--- config.mk ---
export PLATFORM = sky130hd
export DESIGN_NAME = bus_reg_slave
export DESIGN_NICKNAME = d
export VERILOG_FILES = /design/src/rtl/bus_reg_slave.sv
export SDC_FILE = /design/constraint.sdc
export NUM_CORES = 1
export LEC_CHECK = 0
export CAP_MARGIN = 40
export CORE_MARGIN = 1
export CORE_UTILIZATION = 50
export CTS_CLUSTER_DIAMETER = 200
export CTS_CLUSTER_SIZE = 14
export DETAILED_ROUTE_END_ITERATION = 7
export PLACE_DENSITY_LB_ADDON = 0.1
export SLEW_MARGIN = 20
export SYNTH_ARGS = -nofsm -noshare
export SYNTH_HDL_FRONTEND = slang
export SYNTH_SLANG_ARGS = --single-unit
--- constraint.sdc ---
create_clock -name i_clk -period 6.11 [get_ports i_clk]
set_input_delay 1.833 -clock i_clk [delete_from_list [all_inputs] [get_ports i_clk]]
set_output_delay 1.833 -clock i_clk [all_outputs]
set_load 0.02 [all_outputs]
--- src/rtl/bus_reg_slave.sv ---
// rtl/bus_reg_slave.sv - register-bank bus slave with fixed-latency read responses
//
// Purpose: terminates the slave side of the communication bus. Writes land in
// one cycle; reads return a value snapshotted at acceptance after READ_LATENCY
// edges, held until the master handshakes with i_ready. The top address
// (NUM_REGS-1) is a read-only status word {drop_cnt, err_cnt}; writing it
// clears both counters.
//
// Ports:
//   i_clk        - clock, all state changes on the rising edge
//   i_reset      - synchronous active-high reset
//   i_addr       - request word address
//   i_write_data - write payload
//   i_write      - 1 = write, 0 = read (qualified by i_valid)
//   i_valid      - request present this cycle
//   i_ready      - master accepts the read response this cycle
//   o_read       - read response valid (registered)
//   o_read_data  - read response payload (registered)

module bus_reg_slave #(
  parameter int DATA_WIDTH   = 32,
  parameter int ADDR_WIDTH   = 16,
  parameter int NUM_REGS     = 16,
  parameter int READ_LATENCY = 2
) (
  input  logic                  i_clk,
  input  logic                  i_reset,
  input  logic [ADDR_WIDTH-1:0] i_addr,
  input  logic [DATA_WIDTH-1:0] i_write_data,
  input  logic                  i_write,
  input  logic                  i_valid,
  input  logic                  i_ready,
  output logic                  o_read,
  output logic [DATA_WIDTH-1:0] o_read_data
);

  localparam int HW = DATA_WIDTH / 2;
  localparam int IW = (NUM_REGS > 2) ? $clog2(NUM_REGS - 1) : 1;
  localparam int CW = (READ_LATENCY > 2) ? $clog2(READ_LATENCY) : 1;

  // Address constants carry one extra bit so NUM_REGS == 2**ADDR_WIDTH still fits.
  localparam int unsigned          STAT_I      = NUM_REGS - 1;
  localparam logic [ADDR_WIDTH:0]  L_STAT      = STAT_I[ADDR_WIDTH:0];
  localparam int unsigned          WAIT_I      = (READ_LATENCY >= 2) ? READ_LATENCY - 2 : 0;
  localparam logic [CW-1:0]        L_WAIT_INIT = WAIT_I[CW-1:0];

  typedef enum logic [1:0] {
    S_IDLE = 2'd0,
    S_WAIT = 2'd1,
    S_RESP = 2'd2
  } state_t;

  state_t                r_state;
  logic [CW-1:0]         r_wait_cnt;
  logic [DATA_WIDTH-1:0] r_snap;
  logic [DATA_WIDTH-1:0] r_regs [NUM_REGS-1];
  logic [HW-1:0]         r_drop_cnt;
  logic [HW-1:0]         r_err_cnt;

  logic [ADDR_WIDTH:0]   w_addr_ext;
  logic                  w_is_reg;
  logic                  w_is_stat;
  logic [IW-1:0]         w_idx;
  logic [DATA_WIDTH-1:0] w_rd_val;

  assign w_addr_ext = {1'b0, i_addr};
  assign w_is_reg   = (w_addr_ext < L_STAT);
  assign w_is_stat  = (w_addr_ext == L_STAT);
  assign w_idx      = i_addr[IW-1:0];

  // Value a read accepted this cycle returns; counters are pre-edge values.
  always_comb begin
    w_rd_val = '0;
    if (w_is_reg)
      w_rd_val = r_regs[w_idx];
    else if (w_is_stat)
      w_rd_val = {r_drop_cnt, r_err_cnt};
  end

  always_ff @(posedge i_clk) begin
    if (i_reset) begin
      r_state     <= S_IDLE;
      r_wait_cnt  <= '0;
      r_snap      <= '0;
      r_drop_cnt  <= '0;
      r_err_cnt   <= '0;
      o_read      <= 1'b0;
      o_read_data <= '0;
      for (int i = 0; i < NUM_REGS - 1; i++)
        r_regs[i] <= '0;
    end else begin
      // Any request outside IDLE is lost; the clear below only happens in IDLE.
      if (r_state != S_IDLE && i_valid && !(&r_drop_cnt))
        r_drop_cnt <= r_drop_cnt + 1'b1;

      case (r_state)
        S_IDLE: begin
          if (i_valid) begin
            if (i_write) begin
              if (w_is_reg) begin
                r_regs[w_idx] <= i_write_data;
              end else if (w_is_stat) begin
                r_drop_cnt <= '0;
                r_err_cnt  <= '0;
              end else if (!(&r_err_cnt)) begin
                r_err_cnt <= r_err_cnt + 1'b1;
              end
            end else begin
              r_snap <= w_rd_val;
              if (!w_is_reg && !w_is_stat && !(&r_err_cnt))
                r_err_cnt <= r_err_cnt + 1'b1;
              if (READ_LATENCY == 1) begin
                r_state     <= S_RESP;
                o_read      <= 1'b1;
                o_read_data <= w_rd_val;
              end else begin
                r_state    <= S_WAIT;
                r_wait_cnt <= L_WAIT_INIT;
              end
            end
          end
        end

        S_WAIT: begin
          if (r_wait_cnt == '0) begin
            r_state     <= S_RESP;
            o_read      <= 1'b1;
            o_read_data <= r_snap;
          end else begin
            r_wait_cnt <= r_wait_cnt - 1'b1;
          end
        end

        S_RESP: begin
          // o_read_data is left alone so it keeps the last response value.
          if (i_ready) begin
            r_state <= S_IDLE;
            o_read  <= 1'b0;
          end
        end

        default: begin
          r_state <= S_IDLE;
          o_read  <= 1'b0;
        end
      endcase
    end
  end

endmodule

==> results.yml, run 1 <==
worst_setup_path:
  r2r_slack_ps: 2860
  cp_data_arrival_time_ps: 4900
  crit_required_ps: 6410
  cp-end-kind: "flip-flop"
  crit_path_max_fanout: 35
  critical_path_class: "in2reg"
  start_kind: "input pin"
outcome:
  outcome: "finished, final reports clean"
sta:
  finalMaxSlewViolations: 0
  max_slew.worst_pin.slew_ps: 789
  period_needed_ps: 4600
  slew_headroom_pct: 45.9
  finalClockSkew_ps: 21.4
  whs_ps: 452
  layout_setup_ws_ps: 1510
  fin_tns_setup_ps: 0
  fmax_mhz: 218
  min_period_over_period_pct: 75.2
  rsz0062_at_grt: "no"
  hold_viol_final: 0
  setup_violations: 0
grt:
  grt_pass1_wl_um: 100000
  overflow: 0
  grt_pass1_vias: 16331
  grt_usage_pct: 25.6
  grt_max_degree: 70
  antenna_found_initial: 2
final_layout:
  utilization_pct: 57.6
  synthToLayoutAreaGrowth_pct: 12.8
  fin_area_sq_um: 29100
  num_antenna_cells: 0
  nets: 2058
  final_cell_count_no_fill: 2694
  drive_above_1_share_pct: 13.1
routing:
  viasPerCell: 6.03
  antenna_left: 0
  wl_met3_um: 4740
  avgRoutedWirePerCell_um: 24.7
  drt-met1-wl_um: 28500
  met2_length_um: 32200
  dr.pass1.iters: 5
  dr_total_vias: 16238
  first_iter_violations: 1667
  finalWirelength_um: 66500
  drc_errors: 0
  top_layer: "met4"
cts:
  cts-resized-gates: 0
  holdBufCountCts: 0
  cts_max_level: 2
  cts_inserted_buffers: 49
  clock_sinks: 611
  cts_setup_buffers: 0
  root_buffer: "clkbuf_16"
  cts_tree: "yes"
  insertion_delay_ps: 610
  clk_pin_slew_ps: 70
  cts_max_path_buffers: 3
floorplanning:
  rows: 82
  core_sq_um: 50600
  die_area_sq_um: 52500
  io-pin-count: 86
  die_h_um: 229
  initial_core_util_pct: 51.0
  die_w_um: 229
run:
  cap_violations: 0
synth:
  synth_cells: 1926
  yosys_warnings: 0
  avgSynthCellArea_sq_um: 13.4
  ys_seq_elements: 611
  synth-xor-area-share_pct: 0.475
  synth-edff-count: 512
  synth_flop_cell: "edfxtp_1"
  synth_compound_area_share_pct: 5.77
  yosysSeqAreaShare_pct: 67.2
  synthArstFlopShare_pct: 0
  synthAdderAreaFrac_pct: 0.0969
  synth_top_family_by_area: "simple AND/OR/NAND/NOR gates"
  synth_area_sq_um: 25800
  synth-simple-area-share_pct: 12.7
  yosys.cell_types.count: 44
  synthMuxAreaShare_pct: 11.3
hold_path:
  hp-class: "reg2reg"
power:
  powerDensity_nw_per_um2: 279
  ir_drop_v: 0.000192
  power_mw: 8.14
  power.leakage_nw: 9.33
place:
  pre_cts_ws_ps: 877
  dpl.hpwl_um: 39600
  placed_area_sq_um: 27800
  dp_cells: 2623
  portBuffers: 85
  gp_congestion: 0.839
-- critical path: stages --
cell and delay, ps:
clkdlybuf4s50_1 510, or3b_1 620, nor4b_2 330, buf_4 200
or3b_4 630, o21bai_4 500, buf_12 250
-- Yosys cell counts, drive strengths merged (5+ instances only) --
cell type	count	area, sq um
or3	5	31.3
o211ai	8	60.1
clkbuf	106	398
a21oi	79	395
xor2	5	43.8
nor2	506	1900
a22oi	64	480
dfxtp	99	1980
buf	36	224
o21bai	15	113
nand2	215	807
a221o	32	320
o21ai	8	40.0
or4	10	75.1
mux4	128	2880
and3	7	43.8
nand4	14	87.6
nor4	7	62.6
nor3	7	35.0
nand2b	5	31.3
nand3	13	65.1
xnor2	9	78.8
edfxtp	512	15400
-- area by class of cell --
class | instances | area, sq um
Timing Repair Buffer | 137 | 1420
Clock buffer | 66 | 1290
Sequential cell | 611 | 17400
Multi-Input combinational cell | 1203 | 8160
Clock inverter | 4 | 48.8
Fill cell | 4079 | 21500
Inverter | 1 | 3.75
Tap cell | 672 | 841
-- cell families (layout without fill, tap and decap cells) --
logic type / count (synthesis) / in the layout
other: 1 / 32
adders and majority gates: 2 / 2
buffers and inverters: 143 / 208
xor gates and xnor gates: 14 / 14
AOI/OAI and AO/OA: 217 / 217
DFF: 611 / 611
muxes: 132 / 132
and+or+nand+nor: 806 / 806
-- state kept, by name, indices dropped and copies added, names as in the netlist --
register     cells
r_drop_cnt      16
r_err_cnt       16
r_state          2
r_snap          32
o_read           1
o_read_data     32
r_regs         512
-- power breakdown --
group | switching (mW) | internal (mW)
Sequential | 0.0383 | 4.64
Combinational | 0.341 | 0.217
Clock | 1.44 | 1.47
Total | 1.82 | 6.32
-- placed cells by master (no fill, tap or decap), types with 3 or more instances in the layout --
cell type        synthesis  final
mux4_2                 128    128
clkbuf_1               106     17
nand2_1                215    215
edfxtp_1               512    512
a21oi_1                 79     79
nand2b_1                 5      5
o21ai_0                  8      8
nor4_1                   4      4
o31ai_1                  3      3
nor3_1                   7      7
nor2_1                 506    504
a31oi_1                  3      3
or3_1                    5      5
xor2_1                   5      5
buf_4                    0     36
a22oi_1                 64     64
o21bai_4                 0     15
or4_1                   10     10
xnor2_1                  9      9
clkbuf_16                0     49
nand3b_1                 3      3
buf_12                   0     14
a221o_1                 32     32
nand4_1                 14     14
mux2i_1                  4      4
conb_1                   1     32
nor4_2                   3      3
nand3_1                 13     12
o211ai_1                 8      8
dfxtp_1                 99     99
and3_1                   7      7
clkdlybuf4s50_1          0     82
-- final timing paths --
check	start	endpoint	depth (start not counted)
max	i_valid	r_regs[0][26]$_SDFFCE_PN0P_	7
min	o_read_data[28]$_SDFFE_PP0P_	o_read_data[28]$_SDFFE_PP0P_	2
max reg2reg	r_state[1]$_SDFFE_PP0P_	r_regs[0][26]$_SDFFCE_PN0P_	6
min reg2reg	o_read_data[28]$_SDFFE_PP0P_	o_read_data[28]$_SDFFE_PP0P_	2
-- routing by layer --
| metal | vias up | track usage (%) |
|---|---|---|
| met3 | 79 | 3.47 |
| met1 | 8368 | 36.7 |
| met5 | - | 0 |
| li1 | 7212 | - |
| met4 | 0 | 5.56 |
| met2 | 579 | 42.0 |
No activity file was read; power rests on OpenSTA's default activity.
==> run 2: changes to the inputs <==
- clock period: 6.11 -> 4.07 ns (I/O delays scaled with it)
==> run 2 against run 1 <==
Against the previous run:
- clock-buffer cell count is 2 higher
- hold slack improved by 2.3 ps
- clock power increased by 48%
- critical path type unchanged
- largest cell class unchanged
- largest power group unchanged
- highest routed layer unchanged
==> results.yml, run 2 (same netlist as run 1, synthesis figures left out) <==
final_layout:
  final_cell_mix: "512 x edfxtp_1, 504 x nor2_1, 215 x nand2_1"
  largest_reg_flops: 512
  largest_registers: "r_regs (512), o_read_data (32), r_snap (32)"
  synthToLayoutAreaGrowth_pct: 14.8
  nets: 2093
  num_antenna_cells: 0
  final_common_cell: "edfxtp_1"
  drive_above_1_share_pct: 14.4
  final_cell_count_no_fill: 2728
  utilization_pct: 58.6
  regMostFlops: "r_regs"
power:
  powerDensity_nw_per_um2: 411
  intPower_mw: 9.52
  swShare_pct: 21.8
  seqPwrFrac_pct: 57.7
  ir_drop_v: 0.000282
  power.leakage_nw: 9.59
  switchingPower_mw: 2.66
  p_clk_share_pct: 35.2
  share_comb_of_total_power_pct: 7.1
sta:
  finalClockSkew_ps: 21.7
  slew_headroom_pct: 47.8
  finalMaxSlewViolations: 0
  rsz0062_at_grt: "no"
  hold_viol_final: 0
  min_period_over_period_pct: 87.3
  fmax_mhz: 281
  max_slew.worst_pin.slew_ps: 782
  setup_violations: 0
  period_needed_ps: 3550
place:
  dp_cells: 2659
  portBuffers: 85
  dpl.hpwl_um: 38600
  gp_congestion: 0.829
worst_setup_path:
  crit_required_ps: 4340
  crit_buf_inv: 4
  start_kind: "input pin"
  cp-end-kind: "flip-flop"
  path_depth: 9
  reg2reg_depth: 7
  cp_data_arrival_time_ps: 3820
  critical_path_class: "in2reg"
  crit_path_max_fanout: 25
  cpMostUsedCell: "buf_4"
  path_delay_family: "simple AND/OR/NAND/NOR gates"
  crit_slowest_cell: "nor4b_2"
  path_cells: "clkdlybuf4s50_1, nor4_2, nand3_1, nor4b_2, buf_4, nand3b_1, buf_4, o21bai_4, buf_12"
  slowest_delay_ps: 530
floorplanning:
  die_area_sq_um: 52500
  initial_core_util_pct: 51.0
  die_w_um: 229
  core_sq_um: 50600
  rows: 82
  die_h_um: 229
  io-pin-count: 86
outcome:
  outcome: "finished, final reports clean"
routing:
  viasPerCell: 5.96
  top_layer: "met4"
  first_iter_violations: 1731
  antenna_left: 0
  dr.pass1.iters: 5
  finalWirelength_um: 66200
  drt-met1-wl_um: 28100
  avgRoutedWirePerCell_um: 24.3
  drc_errors: 0
  met2_length_um: 32200
  dr_total_vias: 16246
  wl_met3_um: 4560
grt:
  grt_pass1_vias: 16312
  antenna_found_initial: 0
  grt_pass1_wl_um: 100000
  grt_usage_pct: 25.6
  grt_max_degree: 76
  overflow: 0
cts:
  cts_inserted_buffers: 49
  clock_sinks: 611
  cts-resized-gates: 0
  root_buffer: "clkbuf_16"
  insertion_delay_ps: 600
  cts_max_level: 2
  cts_tree: "yes"
  cts_setup_buffers: 0
  holdBufCountCts: 0
  cts_max_path_buffers: 3
  clk_pin_slew_ps: 70
hold_path:
  hp-class: "reg2reg"
  worstHoldPathCells: 2
run:
  cap_violations: 0
==> run 2: cell count changes in the layout (fill, tap and decap cells not counted) <==
| cell | before | now |
|---|---|---|
| clkinv_8 | 2 | 0 |
| clkbuf_1 | 17 | 19 |
| clkbuf_8 | 1 | 0 |
| inv_6 | 1 | 0 |
| buf_4 | 36 | 48 |
| buf_12 | 14 | 38 |
==> run 2: power groups by stage <==
stage	registers, mW	clock network, mW	logic [mW]
global placement	7.15	0	0.867
CTS	7.02	4.38	0.874
global route	7.04	4.57	0.921
detailed placement	7.16	0	0.872
finish	7.02	4.29	0.868
floorplan	7.14	0	0.490
==> run 2: path summary, 6_finish.rpt <==
check / endpoint / from / slack [ps]
max reg2reg: r_regs[9][17]$_SDFFCE_PN0P_ / r_state[1]$_SDFFE_PP0P_ / 1340
min: o_read_data[25]$_SDFFE_PP0P_ / o_read_data[25]$_SDFFE_PP0P_ / 450
max: r_regs[9][17]$_SDFFCE_PN0P_ / i_addr[9] / 520
min reg2reg: o_read_data[25]$_SDFFE_PP0P_ / o_read_data[25]$_SDFFE_PP0P_ / 450
==> run 2: layout make-up <==
type	instances	area (sq um)
clock buffer	68	1300
clock inverter	1	7.51
fill	4097	20900
inverter	1	3.75
multi-input combinational	1203	8160
sequential	611	17400
tap	672	841
timing repair buffer	172	1980
==> run 2: worst min-delay path, stage by stage (launching register included) <==
cell     delay [ps]
dfxtp_1         310
nand2_1          50
a21oi_1          50
==> run 2: routing by layer <==
layer | global-route usage [%] | vias to the layer above
li1 | - | 7300
met5 | 0 | -
met1 | 35.6 | 8274
met4 | 6.77 | 0
met3 | 3.61 | 77
met2 | 42.5 | 595
==> run 2: metrics by stage <==
step / instance area, sq um / TNS [ps] / setup slack, ps / hold slack, ps / power (mW)
floorplan: 26000 / -83800 / -647 / 432 / 7.63
global placement: 28300 / 0 / 18.6 / 444 / 8.01
detailed placement: 28300 / -711 / -28.7 / 449 / 8.03
CTS: 29600 / 0 / 579 / 456 / 12.3
global route: 29600 / 0 / 442 / 464 / 12.5
finish: 29600 / 0 / 515 / 454 / 12.2
==> run 3: changes to the inputs <==
- CORE_UTILIZATION: 50 -> 45
- CTS_CLUSTER_SIZE: 14 -> 24
- GPL_TIMING_DRIVEN: default -> 0
==> run 3 against run 2 <==
Against the previous run:
- total power decreased by 7.8%
- worst setup slack got worse by 450 ps
- non-clock buffer count increased by 97
- sequential share of layout area increased by 0.16 points
- die area increased by 11%
- global-route usage increased by 0.11 points
- flip-flop and latch count unchanged
- critical path type unchanged
- largest cell class unchanged
==> results.yml, run 3 (same netlist as run 1, synthesis figures left out) <==
outcome:
  outcome: "finished, final reports clean"
routing:
  dr.pass1.iters: 5
  first_iter_violations: 1812
  avgRoutedWirePerCell_um: 25.9
  viasPerCell: 5.79
  dr_total_vias: 16688
  antenna_left: 0
  finalWirelength_um: 74800
  drc_errors: 0
cts:
  insertion_delay_ps: 620
  clock_sinks: 611
  root_buffer: "clkbuf_16"
  cts_max_level: 1
  cts_inserted_buffers: 29
  cts_tree: "yes"
  cts_max_path_buffers: 3
  clk_pin_slew_ps: 100
  holdBufCountCts: 0
final_layout:
  regMostFlops: "r_regs"
  fill_cells: 4827
  utilization_pct: 52.3
  largest_reg_flops: 512
  largest_registers: "r_regs (512), o_read_data (32), r_snap (32)"
  final_common_cell: "edfxtp_1"
  final_cell_mix: "512 x edfxtp_1, 505 x nor2_1, 215 x nand2_1"
  final_cell_count_no_fill: 2882
  synthToLayoutAreaGrowth_pct: 14.5
  fin_area_sq_um: 29600
  drive_above_1_share_pct: 12.2
  nets: 2170
  num_antenna_cells: 0
run:
  cap_violations: 0
grt:
  gr-usage-met2_pct: 43.2
  grt_util_met3_pct: 4.28
  overflow: 0
  grt_use_met1_pct: 34.5
  grt-busiest-layer: "met2"
  grt_max_degree: 26
  grt_pass1_vias: 16616
  grt_usage_pct: 25.7
  antenna_found_initial: 1
  grt_pass1_wl_um: 110000
floorplanning:
  die_area_sq_um: 58300
  io-pin-count: 86
  die_h_um: 242
  initial_core_util_pct: 45.7
  rows: 87
  core_sq_um: 56500
  die_w_um: 242
power:
  power.leakage_nw: 9.43
  ir_drop_v: 0.000328
  powerDensity_nw_per_um2: 380
place:
  dpl.hpwl_um: 53200
  placed_area_sq_um: 28500
  portBuffers: 80
  dp_cells: 2824
  pre_cts_ws_ps: -1290
  gp_congestion: 0.879
sta:
  finalMaxSlewViolations: 0
  slew_headroom_pct: 41.9
  whs_ps: 457
  fmax_mhz: 249
  rsz0062_at_grt: "yes"
  period_needed_ps: 4010
  layout_setup_ws_ps: 60.9
  finalClockSkew_ps: 33.6
  setup_violations: 0
  max_slew.worst_pin.slew_ps: 872
  min_period_over_period_pct: 98.5
  hold_viol_final: 0
hold_path:
  hp-class: "reg2reg"
  worstHoldPathCells: 2
worst_setup_path:
  critical_path_class: "in2reg"
  cp-end-kind: "flip-flop"
  crit_path_max_fanout: 10
  start_kind: "input pin"
  crit_required_ps: 4410
  reg2reg_depth: 9
  cp_data_arrival_time_ps: 4350
-- run 3: timing repair --
action | CTS | global route
gates resized for setup | 5 | 5
pin swaps | 13 | 1
cloned | 0 | 0
buffers inserted | 12 | 1
endpoints found under the setup margin | 555 | 157
-- run 3: metrics by stage --
stage | TNS [ps] | power (mW)
detailed placement | -651220 | 8.07
finish | 0 | 11.2
global route | -32.4 | 11.5
global placement | -1414650 | 7.98
CTS | -14.9 | 11.3
floorplan | -83800 | 7.63
-- run 3: final cells by class --
| type | instances | area [sq um] | area share, % |
|---|---|---|---|
| tap | 756 | 946 | 3.20 |
| multi-input combinational | 1203 | 8140 | 27.5 |
| inverter | 1 | 3.75 | 0.0127 |
| clock buffer | 41 | 771 | 2.61 |
| buffer | 142 | 628 | 2.12 |
| clock inverter | 1 | 16.3 | 0.0550 |
| sequential | 611 | 17400 | 58.7 |
| timing repair buffer | 127 | 1710 | 5.77 |
-- run 3: worst max-delay path, cell delays in order --
cell      delay [ps]
clkbuf_1         480
clkbuf_2         440
buf_1            300
buf_6            230
nand3b_1         290
clkbuf_1         590
clkbuf_1         620
nor2_1           160
-- run 3: final timing paths --
kind | from | to | slack, ps
max | i_addr[1] | r_regs[5][1]$_SDFFCE_PN0P_ | 60
min | o_read_data[6]$_SDFFE_PP0P_ | o_read_data[6]$_SDFFE_PP0P_ | 460
max reg2reg | r_state[1]$_SDFFE_PP0P_ | r_regs[11][12]$_SDFFCE_PN0P_ | 910
min reg2reg | o_read_data[6]$_SDFFE_PP0P_ | o_read_data[6]$_SDFFE_PP0P_ | 460
-- run 3: layer usage --
layer	part of all wire [%]	wire, um	vias to the layer above
li1	-	-	7421
met1	40	30100	8453
met2	49	36700	702
met3	7.5	5590	110
met4	3.2	2430	2
met5	0.025	19	-
-- run 3: power by group --
part | switching (mW) | internal (mW) | leakage (nW)
Sequential | 0.0567 | 6.96 | 5.97
Clock | 1.95 | 1.32 | 0.378
Combinational | 0.559 | 0.379 | 3.08
Total | 2.57 | 8.66 | 9.43
